### config.mk
export PLATFORM = sky130hd
export DESIGN_NAME = apuracao_votos_flat
export DESIGN_NICKNAME = d
export VERILOG_FILES = /design/src/rtl/apuracao_votos_if.sv /design/src/rtl/apuracao_votos.sv /design/src/flat_wrapper.sv
export SDC_FILE = /design/constraint.sdc
export NUM_CORES = 1
export LEC_CHECK = 0
export CORE_ASPECT_RATIO = 0.8
export CORE_MARGIN = 2
export CORE_UTILIZATION = 51
export DETAILED_ROUTE_END_ITERATION = 8
export HOLD_SLACK_MARGIN = 0.15
export PLACE_DENSITY = 0.74
export SYNTH_ARGS = -nofsm -noshare
export SYNTH_HDL_FRONTEND = slang
export SYNTH_SLANG_ARGS = --single-unit
### constraint.sdc
create_clock -name clock -period 2.35 [get_ports clock]
set_input_delay 0.47 -clock clock [delete_from_list [all_inputs] [get_ports clock]]
set_output_delay 0.47 -clock clock [all_outputs]
set_load 0.005 [all_outputs]
### src/rtl/apuracao_votos_if.sv
// Purpose: bundles the vote-tally control, vote input and result signals.
// Latency: none, wires only.
// Backpressure: none; voter and requester use 1-cycle strobes, the tally uses ocupado.
interface apuracao_votos_if #(
    parameter int N_JOG = 5,
    parameter int W_JOG = 3,
    parameter int W_CNT = 3
);
    logic             zera;
    logic             voto_valido;
    logic [W_JOG-1:0] jogador_escolhido;
    logic [N_JOG-1:0] vivos;
    logic             apurar;
    logic             ocupado;
    logic             pronto;
    logic [W_JOG-1:0] eliminado;
    logic             empate;
    logic [W_CNT-1:0] total_votos;

    // Driver side: player-input logic / game FSM.
    modport master (
        output zera, voto_valido, jogador_escolhido, vivos, apurar,
        input  ocupado, pronto, eliminado, empate, total_votos
    );

    // Tally side.
    modport slave (
        input  zera, voto_valido, jogador_escolhido, vivos, apurar,
        output ocupado, pronto, eliminado, empate, total_votos
    );
endinterface

### src/rtl/apuracao_votos.sv
// Purpose: counts day-phase votes and, on apurar, picks the player to eliminate or PULAR.
// Latency: apurar at edge E -> pronto after edge E+N_JOG+2, one cycle wide.
// Backpressure: none; votes and apurar are dropped while ocupado is high.
module apuracao_votos #(
    parameter int N_JOG = 5,
    parameter int W_JOG = 3,
    parameter int PULAR = 5,
    parameter int W_CNT = 3
) (
    input  logic              clock,
    input  logic              rst_global_n,
    apuracao_votos_if.slave   bus
);

    localparam logic [W_JOG-1:0] L_N_JOG = W_JOG'(N_JOG);
    localparam logic [W_JOG-1:0] L_PULAR = W_JOG'(PULAR);
    localparam logic [W_CNT-1:0] L_SAT   = W_CNT'(N_JOG);

    typedef enum logic [1:0] {
        OCIOSO  = 2'd0,
        VARRE   = 2'd1,
        RESOLVE = 2'd2
    } estado_t;

    estado_t          r_estado;
    logic [W_CNT-1:0] r_cont [N_JOG];
    logic [W_CNT-1:0] r_cont_pular;
    logic [W_CNT-1:0] r_total;
    logic [W_CNT-1:0] r_max;
    logic [W_JOG-1:0] r_idx;
    logic [W_JOG-1:0] r_cand;
    logic [W_JOG-1:0] r_eliminado;
    logic             r_empate_int;
    logic             r_empate;
    logic             r_pronto;
    logic             r_ocupado;

    logic             w_alvo_vivo;
    logic             w_alvo_pular;
    logic             w_conta;
    logic [W_CNT-1:0] w_cont_idx;

    // A vote only counts for a live, in-range player or the explicit skip code.
    assign w_alvo_vivo  = (bus.jogador_escolhido < L_N_JOG) && bus.vivos[bus.jogador_escolhido];
    assign w_alvo_pular = (bus.jogador_escolhido == L_PULAR);
    assign w_conta      = (r_estado == OCIOSO) && bus.voto_valido && (w_alvo_vivo || w_alvo_pular);
    // r_idx reaches N_JOG on the hand-off cycle; the value read then is never used.
    assign w_cont_idx   = r_cont[r_idx];

    // Tally counters, scan FSM and registered results; zera behaves like a synchronous reset.
    always_ff @(posedge clock or negedge rst_global_n) begin
        if (!rst_global_n) begin
            r_estado     <= OCIOSO;
            for (int i = 0; i < N_JOG; i++) r_cont[i] <= '0;
            r_cont_pular <= '0;
            r_total      <= '0;
            r_max        <= '0;
            r_idx        <= '0;
            r_cand       <= L_PULAR;
            r_eliminado  <= L_PULAR;
            r_empate_int <= 1'b0;
            r_empate     <= 1'b0;
            r_pronto     <= 1'b0;
            r_ocupado    <= 1'b0;
        end else if (bus.zera) begin
            r_estado     <= OCIOSO;
            for (int i = 0; i < N_JOG; i++) r_cont[i] <= '0;
            r_cont_pular <= '0;
            r_total      <= '0;
            r_max        <= '0;
            r_idx        <= '0;
            r_cand       <= L_PULAR;
            r_eliminado  <= L_PULAR;
            r_empate_int <= 1'b0;
            r_empate     <= 1'b0;
            r_pronto     <= 1'b0;
            r_ocupado    <= 1'b0;
        end else begin
            r_pronto <= 1'b0;

            // Counting is gated to OCIOSO inside w_conta; all counters stop at N_JOG.
            if (w_conta) begin
                if (r_total != L_SAT) r_total <= r_total + W_CNT'(1);
                if (w_alvo_pular) begin
                    if (r_cont_pular != L_SAT) r_cont_pular <= r_cont_pular + W_CNT'(1);
                end else begin
                    for (int i = 0; i < N_JOG; i++) begin
                        if ((bus.jogador_escolhido == W_JOG'(i)) && (r_cont[i] != L_SAT))
                            r_cont[i] <= r_cont[i] + W_CNT'(1);
                    end
                end
            end

            case (r_estado)
                OCIOSO: begin
                    if (bus.apurar) begin
                        r_estado     <= VARRE;
                        r_idx        <= '0;
                        r_max        <= '0;
                        r_empate_int <= 1'b0;
                        r_cand       <= L_PULAR;
                        r_ocupado    <= 1'b1;
                    end
                end
                VARRE: begin
                    // One player per cycle; the cycle with r_idx==N_JOG hands off to RESOLVE.
                    if (r_idx < L_N_JOG) begin
                        if (w_cont_idx > r_max) begin
                            r_max        <= w_cont_idx;
                            r_cand       <= r_idx;
                            r_empate_int <= 1'b0;
                        end else if ((w_cont_idx == r_max) && (r_max != '0)) begin
                            r_empate_int <= 1'b1;
                        end
                        r_idx <= r_idx + W_JOG'(1);
                    end else begin
                        r_estado <= RESOLVE;
                    end
                end
                RESOLVE: begin
                    // Skip wins on no votes, a tie, or when skips reach the top count.
                    if ((r_max == '0) || r_empate_int || (r_cont_pular >= r_max))
                        r_eliminado <= L_PULAR;
                    else
                        r_eliminado <= r_cand;
                    r_empate  <= r_empate_int;
                    r_pronto  <= 1'b1;
                    r_ocupado <= 1'b0;
                    r_estado  <= OCIOSO;
                end
                default: begin
                    r_estado  <= OCIOSO;
                    r_ocupado <= 1'b0;
                end
            endcase
        end
    end

    assign bus.ocupado     = r_ocupado;
    assign bus.pronto      = r_pronto;
    assign bus.eliminado   = r_eliminado;
    assign bus.empate      = r_empate;
    assign bus.total_votos = r_total;

endmodule

### src/flat_wrapper.sv
// flat-port wrapper written by rule: the top's interface ports become plain ports
module apuracao_votos_flat 
#(
    parameter int N_JOG = 5,
    parameter int W_JOG = 3,
    parameter int PULAR = 5,
    parameter int W_CNT = 3
)
  (clock, rst_global_n, bus_zera, bus_voto_valido, bus_jogador_escolhido, bus_vivos, bus_apurar, bus_ocupado, bus_pronto, bus_eliminado, bus_empate, bus_total_votos);
  apuracao_votos_if #(.N_JOG(N_JOG), .W_JOG(W_JOG), .W_CNT(W_CNT)) bus_i ();
  input  logic clock;
  input  logic rst_global_n;
  input wire logic [$bits(bus_i.zera)-1:0] bus_zera;
  input wire logic [$bits(bus_i.voto_valido)-1:0] bus_voto_valido;
  input wire logic [$bits(bus_i.jogador_escolhido)-1:0] bus_jogador_escolhido;
  input wire logic [$bits(bus_i.vivos)-1:0] bus_vivos;
  input wire logic [$bits(bus_i.apurar)-1:0] bus_apurar;
  output wire logic [$bits(bus_i.ocupado)-1:0] bus_ocupado;
  output wire logic [$bits(bus_i.pronto)-1:0] bus_pronto;
  output wire logic [$bits(bus_i.eliminado)-1:0] bus_eliminado;
  output wire logic [$bits(bus_i.empate)-1:0] bus_empate;
  output wire logic [$bits(bus_i.total_votos)-1:0] bus_total_votos;
  assign bus_i.zera = bus_zera;
  assign bus_i.voto_valido = bus_voto_valido;
  assign bus_i.jogador_escolhido = bus_jogador_escolhido;
  assign bus_i.vivos = bus_vivos;
  assign bus_i.apurar = bus_apurar;
  assign bus_ocupado = bus_i.ocupado;
  assign bus_pronto = bus_i.pronto;
  assign bus_eliminado = bus_i.eliminado;
  assign bus_empate = bus_i.empate;
  assign bus_total_votos = bus_i.total_votos;
  apuracao_votos #(.N_JOG(N_JOG), .W_JOG(W_JOG), .PULAR(PULAR), .W_CNT(W_CNT)) u_core (.clock(clock), .rst_global_n(rst_global_n), .bus(bus_i));
endmodule
# Word level (Yosys, flattened, before mapping)

Cells that the tools add are included.

Flip-flop bits (word level): 39
Input bits: 13
Output and inout bits: 9
Logic and storage cells: 145

$add $sub $neg: 8
Order comparisons: 6
Eq/ne operators: 22
Muxes and demuxes: 53
Bitwise logic cells: 1
Reductions and logical operators: 39

Operators by type and width:

| kind                                                     | count |
|---|---|
| two-way mux 3 bit                                        | 27 |
| two-way mux 15 bit                                       | 3 |
| != test 3 bit, second input constant                     | 9 |
| adder 3 x 1 -> 3 bit, second input constant              | 8 |
| AND reduction 3 bit                                      | 7 |
| nonzero test 2 bit                                       | 10 |
| case mux 3 bit (2 select lines)                          | 3 |
| two-way mux 1 bit                                        | 12 |
| binary-select mux 3 bit (select 3 bit)                   | 1 |
| logical AND 1 bit                                        | 9 |
| AND reduction 4 bit                                      | 2 |
| == test 3 x 2 -> 1 bit, second input constant            | 2 |
| == test 3 bit, second input constant                     | 2 |
| logical NOT 3 bit                                        | 2 |
| < comparator 3 bit, second input constant                | 2 |
| two-way mux 2 bit                                        | 3 |
| != test 3 x 2 -> 1 bit, second input constant            | 2 |
| AND reduction 2 bit                                      | 3 |
| nonzero test 3 bit                                       | 2 |
| greater-or-equal comparator 4 bit, second input constant | 1 |
| < comparator 3 x 4 -> 1 bit, second input constant       | 1 |
| != test 2 bit, second input constant                     | 2 |
| != test 4 x 2 -> 1 bit, second input constant            | 1 |
| inverter 3 -> 4 bit                                      | 1 |
| 11 further kinds                                         | 14 |

# Depth between registers and ports, before layout

Word-level depth: 11
Depth in mapped cells: 10
Depth with buffers taken out: 9

# Worst setup path before layout

OpenSTA, ideal clock, no wires.

Path kind: reg2reg
From: reg u_core.r_idx[0]
To: reg u_core.r_cand[1]
Library setup time: 0.067 ns
Data arrival time: 2.280 ns
Required time: 2.283 ns
Setup slack: 0.004 ns
Cell stages (with the launch flop): 11
Clock period less this slack: 2.346 ns
Path through: dfrtp_1 -> buf_2 -> mux4_2 -> nand2_1 -> nand2_1 -> ha_1 -> nor2b_1 -> o21a_1 -> o21ai_1 -> a21o_1 -> a22o_1

Cells in the longest elaborated chain, start to end: 7
Elaborated cells on any way between the ends: 9
Classes of those cells: 2 x order compare; 2 x eq/ne; 3 x mux; 1 x bitwise; 1 x reduce/logical

Ends and longest elaborated chain:

| item                                                 | RTL line              | source |
|---|---|---|
| start, declared                                      | apuracao_votos.sv:30  | `logic [W_JOG-1:0] r_idx;` |
| start signal, assigned                               | apuracao_votos.sv:115 | `r_idx <= r_idx + W_JOG'(1);` |
| inverter 3 -> 4 bit (implied by the code)            | apuracao_votos.sv:48  | `assign w_cont_idx = r_cont[r_idx];` |
| binary-select mux 3 bit (select 3 bit)               | apuracao_votos.sv:48  |  |
| two-way mux 3 bit (implied by the code) (2 in a row) | apuracao_votos.sv:48  |  |
| greater-than comparator 3 bit                        | apuracao_votos.sv:108 | `if (w_cont_idx > r_max) begin` |
| != test 3 x 2 -> 1 bit (no source line)              | -                     |  |
| AND reduction 4 bit (no source line) (*)             | -                     |  |
| end signal, assigned                                 | apuracao_votos.sv:110 | `r_cand <= r_idx;` |
| end, declared                                        | apuracao_votos.sv:31  | `logic [W_JOG-1:0] r_cand;` |

Mark *: on every way between the ends. The rest lies on a longest branch, timed or not. The select of a mux whose other input is x is not followed.
A chain may end at the register's enable or synchronous reset.

# Worst setup path after layout

Same ends and word-level chain as after synthesis.

==> summary.txt <==
Outcome
  – Status: finished clean

Final layout
  – Finished Layout Cells: between 300 and 400
  – Post-layout util: 0.6452
  – Area Overhead vs Synth: 20.85%
  – Share of layout cells above drive strength 1: 0.1480
  – ANT cells: 0
  – Fin nets: 283

Timing
  – Final Critical Period: approximately 2300 ps
  – Worst slew margin: 0.4390
  – Fin. max-slew vios: 0
  – Slew of the pin with the lowest slew margin: 841.5 ps
  – Setup tns final: 0 ps
  – Final setup viols: 0
  – Final Hold Fails: 0
  – Worst setup margin: between 60 and 70 ps
  – Period utilization: 0.9726
  – Worst Clk Skew: between 10 and 15 ps
  – Fmax: 437.5 MHz

Route
  – DRC: 0
  – Pre-antenna DRT Iters: 4
  – Vias: approximately 1600
  – DR iter-0 viols: 144
  – Post-route ant nets: 0
  – Wire per inst: around 14 um
  – Vias per inst: about 5.4
  – Final WL: approximately 4400 um

Power
  – Switching Fraction: 0.2358
  – Leakage: around 1.2 nW
  – Clock group share of total power: 0.403
  – P_sw: 0.0003266 W
  – Comb power frac: 0.097
  – VDD IR max: approximately 0.34 mV
  – P per Cell Area: between 500 and 600 nW/um^2
  – Internal power: 0.001058 W
  – Sequential power share: 0.501

Clocking
  – Clock slew at reported path FFs: about 80 ps
  – Worst-Skew Late Latency: between 200 and 300 ps
  – CTS tree: done
  – Inserted Clock Buffers: 5
  – Root buffer cell: clkbuf_8
  – CTS Sinks: 39
  – H-tree Lvls: 2
  – Maximum clock path buffer count: 2
  – Post-CTS Setup Inserts: 0

Global routing
  – Top Usage Layer GRT: met2
  – Met3 Track Usage GR: 0.05301
  – Largest net degree at the start of global routing: 40
  – Met2 GRT Util: 0.3082
  – Vias in the first global route: roughly 1600
  – First-pass GRT wire length: between 7000 and 8000 um
  – Initial antenna violation count: 0
  – All-Layer GR Usage: 0.1993
  – Total gr overflow: 0
  – M1 GR Usage: 0.2657

Setup path
  – Crit path arrival time: about 2500 ps
  – CP peak stage delay: about 500 ps
  – Crit Path Class: flop to flop
  – Cell breakdown of the critical path: mux4_2 > nand2_1 > nand2_1 > ha_1 > nor2b_1 > o21a_1 > o21ai_2 > a21o_4 > a22o_1
  – Worst path buffer plus inverter count: 0
  – Critical Path RT: around 2500 ps
  – CP startpoint kind: flop
  – Slowest CP cell: mux4_2
  – CP max FO: 7
  – Most frequent CP cell: nand2_1
  – Worst Setup End Kind: flop
  – Crit-path leading delay family: compound AO/OA/AOI/OAI gates

Die
  – Core area: about 4200 um^2
  – Die Wd: 78.17 um
  – Vert. Die Dim: about 63 um
  – Initial core utilization: 0.5339
  – Number of top-level design ports: 22
  – Num rows: 21
  – Die area: a little under 5000 um^2

Yosys
  – Synth Flop Type: dfrtp_1
  – Mean Syn Cell Area: 10.30 um^2
  – Mapped Nets: between 200 and 300
  – Synthesized flop and latch total: 39
  – Post-synthesis sequential area ratio: 0.4370
  – Mapped cell area: around 2200 um^2
  – Synth Instances: 218
  – YS warnings: 0
  – Ys async rst share: 1.000
  – Number of synthesized flops with an enable pin: 0
  – Post-synth cell types: 47

Job
  – Maxcap violations: 0

Place
  – I/O Buffers: 21
  – RePlAce Congestion: 0.7887
  – Setup WS pre-CTS: around 7.4 ps
  – Cell Count Post-Placement: ~300
  – DPL Wire Length: around 3300 um

Worst hold path
  – Hold WC Path Type: primary input to asynchronous set/reset pin
layout by cell type (no fill, tap or decap), types with 2 or more instances in the layout:
cell type and count:
ha_1 20, mux2_1 4, a21oi_1 4, buf_4 8, a22o_1 4, clkbuf_8 5, nand2_1 13, mux2i_1 4
o21a_1 3, nand3_2 2, xnor2_1 2, xor2_1 11, inv_1 18, clkdlybuf4s50_1 20, nor2b_1 3, dfstp_2 4
dfrtp_1 35, mux4_2 3, nor2_1 31, nand4_1 4, nor3_1 3, o21ai_1 4, nand3_1 8, o32a_1 2
and2_1 2, nor3_2 2, a22oi_1 2
registers in the layout, summed over array words and instances (netlist names):
| signal | cells |
|---|---|
| u_core.bus.pronto | 1 |
| u_core.r_idx | 3 |
| u_core.r_cont_pular | 3 |
| u_core.bus.total_votos | 3 |
| u_core.bus.eliminado | 3 |
| u_core.r_empate_int | 1 |
| u_core.r_max | 3 |
| u_core.r_estado | 2 |
| u_core.r_cont | 15 |
| u_core.bus.ocupado | 1 |
| u_core.bus.empate | 1 |
| u_core.r_cand | 3 |
power by group through the flow:
stage / combinational (W) / sequential [W] / clock, W
after global routing: 0.000151 / 0.000696 / 0.000606
after floorplan: 0.0000684 / 0.000702 / 0
after CTS: 0.000133 / 0.000693 / 0.000572
final: 0.000134 / 0.000693 / 0.000558
after global placement: 0.000130 / 0.000706 / 0
after detailed placement: 0.000132 / 0.000706 / 0
metal layers:
layer	vias up	routed length, um
li1	823	-
met1	789	2229
met2	27	1928
met3	6	178
met4	0	65
met5	-	0
worst paths after layout:
| path | from | endpoint | slack, ps | cells after the start |
|---|---|---|---|---|
| worst max-delay path | u_core.r_idx[0] | u_core.r_cand[1] | 60 | 9 |
| worst min-delay path | rst_global_n | u_core.bus.total_votos[2] | 270 | 1 |
| worst max register to register | u_core.r_idx[0] | u_core.r_cand[1] | 60 | 9 |
| worst min register to register | u_core.bus.ocupado | u_core.bus.ocupado | 490 | 1 |
| max in group asynchronous | rst_global_n | u_core.bus.ocupado | 1540 | 1 |
| min in group clock | u_core.bus.ocupado | u_core.bus.ocupado | 490 | 1 |
area by class of cell:
class,count,area (um^2)
well taps,57,71.32
inverters,18,67.56
flip-flops and latches,39,980.9
fillers,350,1491
clock buffers,5,68.82
repair buffers,29,265.3
clock inverters,3,43.79
multi-input cells,156,1215
Yosys cell counts, types with 3 or more instances:
master   count  area share
a21oi_1      5       0.011
a22o_1       4       0.016
dfrtp_1     35        0.39
dfstp_2      4       0.047
ha_1        21        0.12
inv_1       18       0.030
mux2_1       4       0.020
mux2i_1      4       0.018
mux4_2       3       0.030
nand2_1     14       0.023
nand3_1      9       0.020
nand4_1      4       0.011
nor2_1      31       0.052
nor2b_1      3      0.0084
nor3_1       4      0.0089
o21a_1       3       0.010
o21ai_1      5       0.011
xor2_1      11       0.043
logic make-up (layout without fill, tap and decap cells):
family	count (synthesis)	in the layout	share of synthesized area
mux	11	11	0.06800
compound gates	34	34	0.1148
fa+ha+maj	21	21	0.1171
simple gates	77	77	0.1728
flops	39	39	0.4370
buf+inv	23	55	0.03957
xor+xnor	13	13	0.05072
stage by stage:
stage / power, W / instance area (um^2) / hold WS [ps]
finish: 0.001385 / 2713 / 270.3
global route: 0.001453 / 2713 / 360.3
CTS: 0.001399 / 2680 / 306.9
detailed placement: 0.0008389 / 2560 / 476.6
global placement: 0.0008365 / 2560 / 474.7
floorplan: 0.0007699 / 2245 / 174.4
what timing repair did:
action	in CTS	in global routing
gates resized for setup	2	5
hold buffers	0	0
gates cloned	0	0
setup endpoints to repair	1	7
pin swaps	1	2
Power figures use the tool's default switching activity.
==> RTL edit (same settings) <==
`N_JOG` is set to 5 in 3 places; all go to 6.
--- a/src/rtl/apuracao_votos_if.sv
+++ b/src/rtl/apuracao_votos_if.sv
@@ -2,7 +2,7 @@
 // Latency: none, wires only.
 // Backpressure: none; voter and requester use 1-cycle strobes, the tally uses ocupado.
 interface apuracao_votos_if #(
-    parameter int N_JOG = 5,
+    parameter int N_JOG = 6,
     parameter int W_JOG = 3,
     parameter int W_CNT = 3
 );
--- a/src/rtl/apuracao_votos.sv
+++ b/src/rtl/apuracao_votos.sv
@@ -2,7 +2,7 @@
 // Latency: apurar at edge E -> pronto after edge E+N_JOG+2, one cycle wide.
 // Backpressure: none; votes and apurar are dropped while ocupado is high.
 module apuracao_votos #(
-    parameter int N_JOG = 5,
+    parameter int N_JOG = 6,
     parameter int W_JOG = 3,
     parameter int PULAR = 5,
     parameter int W_CNT = 3
--- a/src/flat_wrapper.sv
+++ b/src/flat_wrapper.sv
@@ -1,7 +1,7 @@
 // flat-port wrapper written by rule: the top's interface ports become plain ports
 module apuracao_votos_flat 
 #(
-    parameter int N_JOG = 5,
+    parameter int N_JOG = 6,
     parameter int W_JOG = 3,
     parameter int PULAR = 5,
     parameter int W_CNT = 3
Ports: changed (resized bus_vivos); port bits go from 22 to 23. No check against the original RTL was run, so the function may have changed too.
==> RTL edit against the original RTL <==
  * Via count rose by 15%
  * Count of clock-buffer cells in the layout is the same
  * Routed wire length is 18% higher
  * Worst setup slack better by 0.060 ns
  * Design area is 13% higher
  * Synthesized area increased by 10%
  * Total power is 16% higher
  * Sequential cell count rose by 3
  * Critical endpoint unchanged
==> RTL edit: results <==
set metrics [dict create \
    ys_seq_area_share_pct 42.6 \
    yosysUniqueCellTypes 44 \
    max_stage_delay_ns 0.42 \
    avgViaCountPerCell 5.52 \
    nonClkBufAreaFrac_pct 11.9 \
    multi_input_area_um2 1350 \
    grt_pass1_vias 1856 \
    dp_slack_ns 0.00179 \
    dr_wl_met2_mm 2.38 \
    num-nonclk-inverters 19 \
    cts.sinks 42 \
    worst_pin_slew_ns 0.577 \
    status "finished, final reports clean" \
    grtUsageMet3_pct 4.78 \
    p_comb_mw 0.171 \
    grt.met2_usage_pct 32.6 \
    regToRegSetupSlack_ns 0.12 \
    synth_common_cells "dfrtp_1, nor2_1, ha_1, inv_1, nand2_1" \
    ir_worst_vdd_mv 0.349 \
    cts_resized 1 \
    synth.area.top_cells "dfrtp_1, ha_1, nor2_1" \
    dp_cells 333 \
    seq_area_um2 1060 \
    largest_reg_flops 18 \
    post_drt_wl_per_cell_um 15.1 \
    hold_class "reg2reg" \
]
## RTL edit: changes by cell type after synthesis, sizes merged, moves of 5 or more
cell,before,now
mux2i,4,11
a31o,0,5
nand2b,1,7
xor2,11,1
## RTL edit: worst paths after layout
check	from	endpoint
worst max-delay path	u_core.r_idx[0]	u_core.r_cand[1]
worst min-delay path	u_core.r_cont[1]	u_core.r_cont[1]
worst max register to register	u_core.r_idx[0]	u_core.r_cand[1]
worst min register to register	u_core.r_cont[1]	u_core.r_cont[1]
max in group asynchronous	rst_global_n	u_core.bus.eliminado[0]
min in group asynchronous	rst_global_n	u_core.r_cont_pular[0]
## RTL edit: cells by family after synthesis
group | Yosys count | synth area share [%]
buffers and inverters | 23 | 3.54
DFF | 42 | 42.6
xor gates and xnor gates | 7 | 2.48
and+or+nand+nor | 85 | 16.9
AOI/OAI and AO/OA | 46 | 17.1
adders and majority gates | 21 | 10.6
muxes | 16 | 6.72
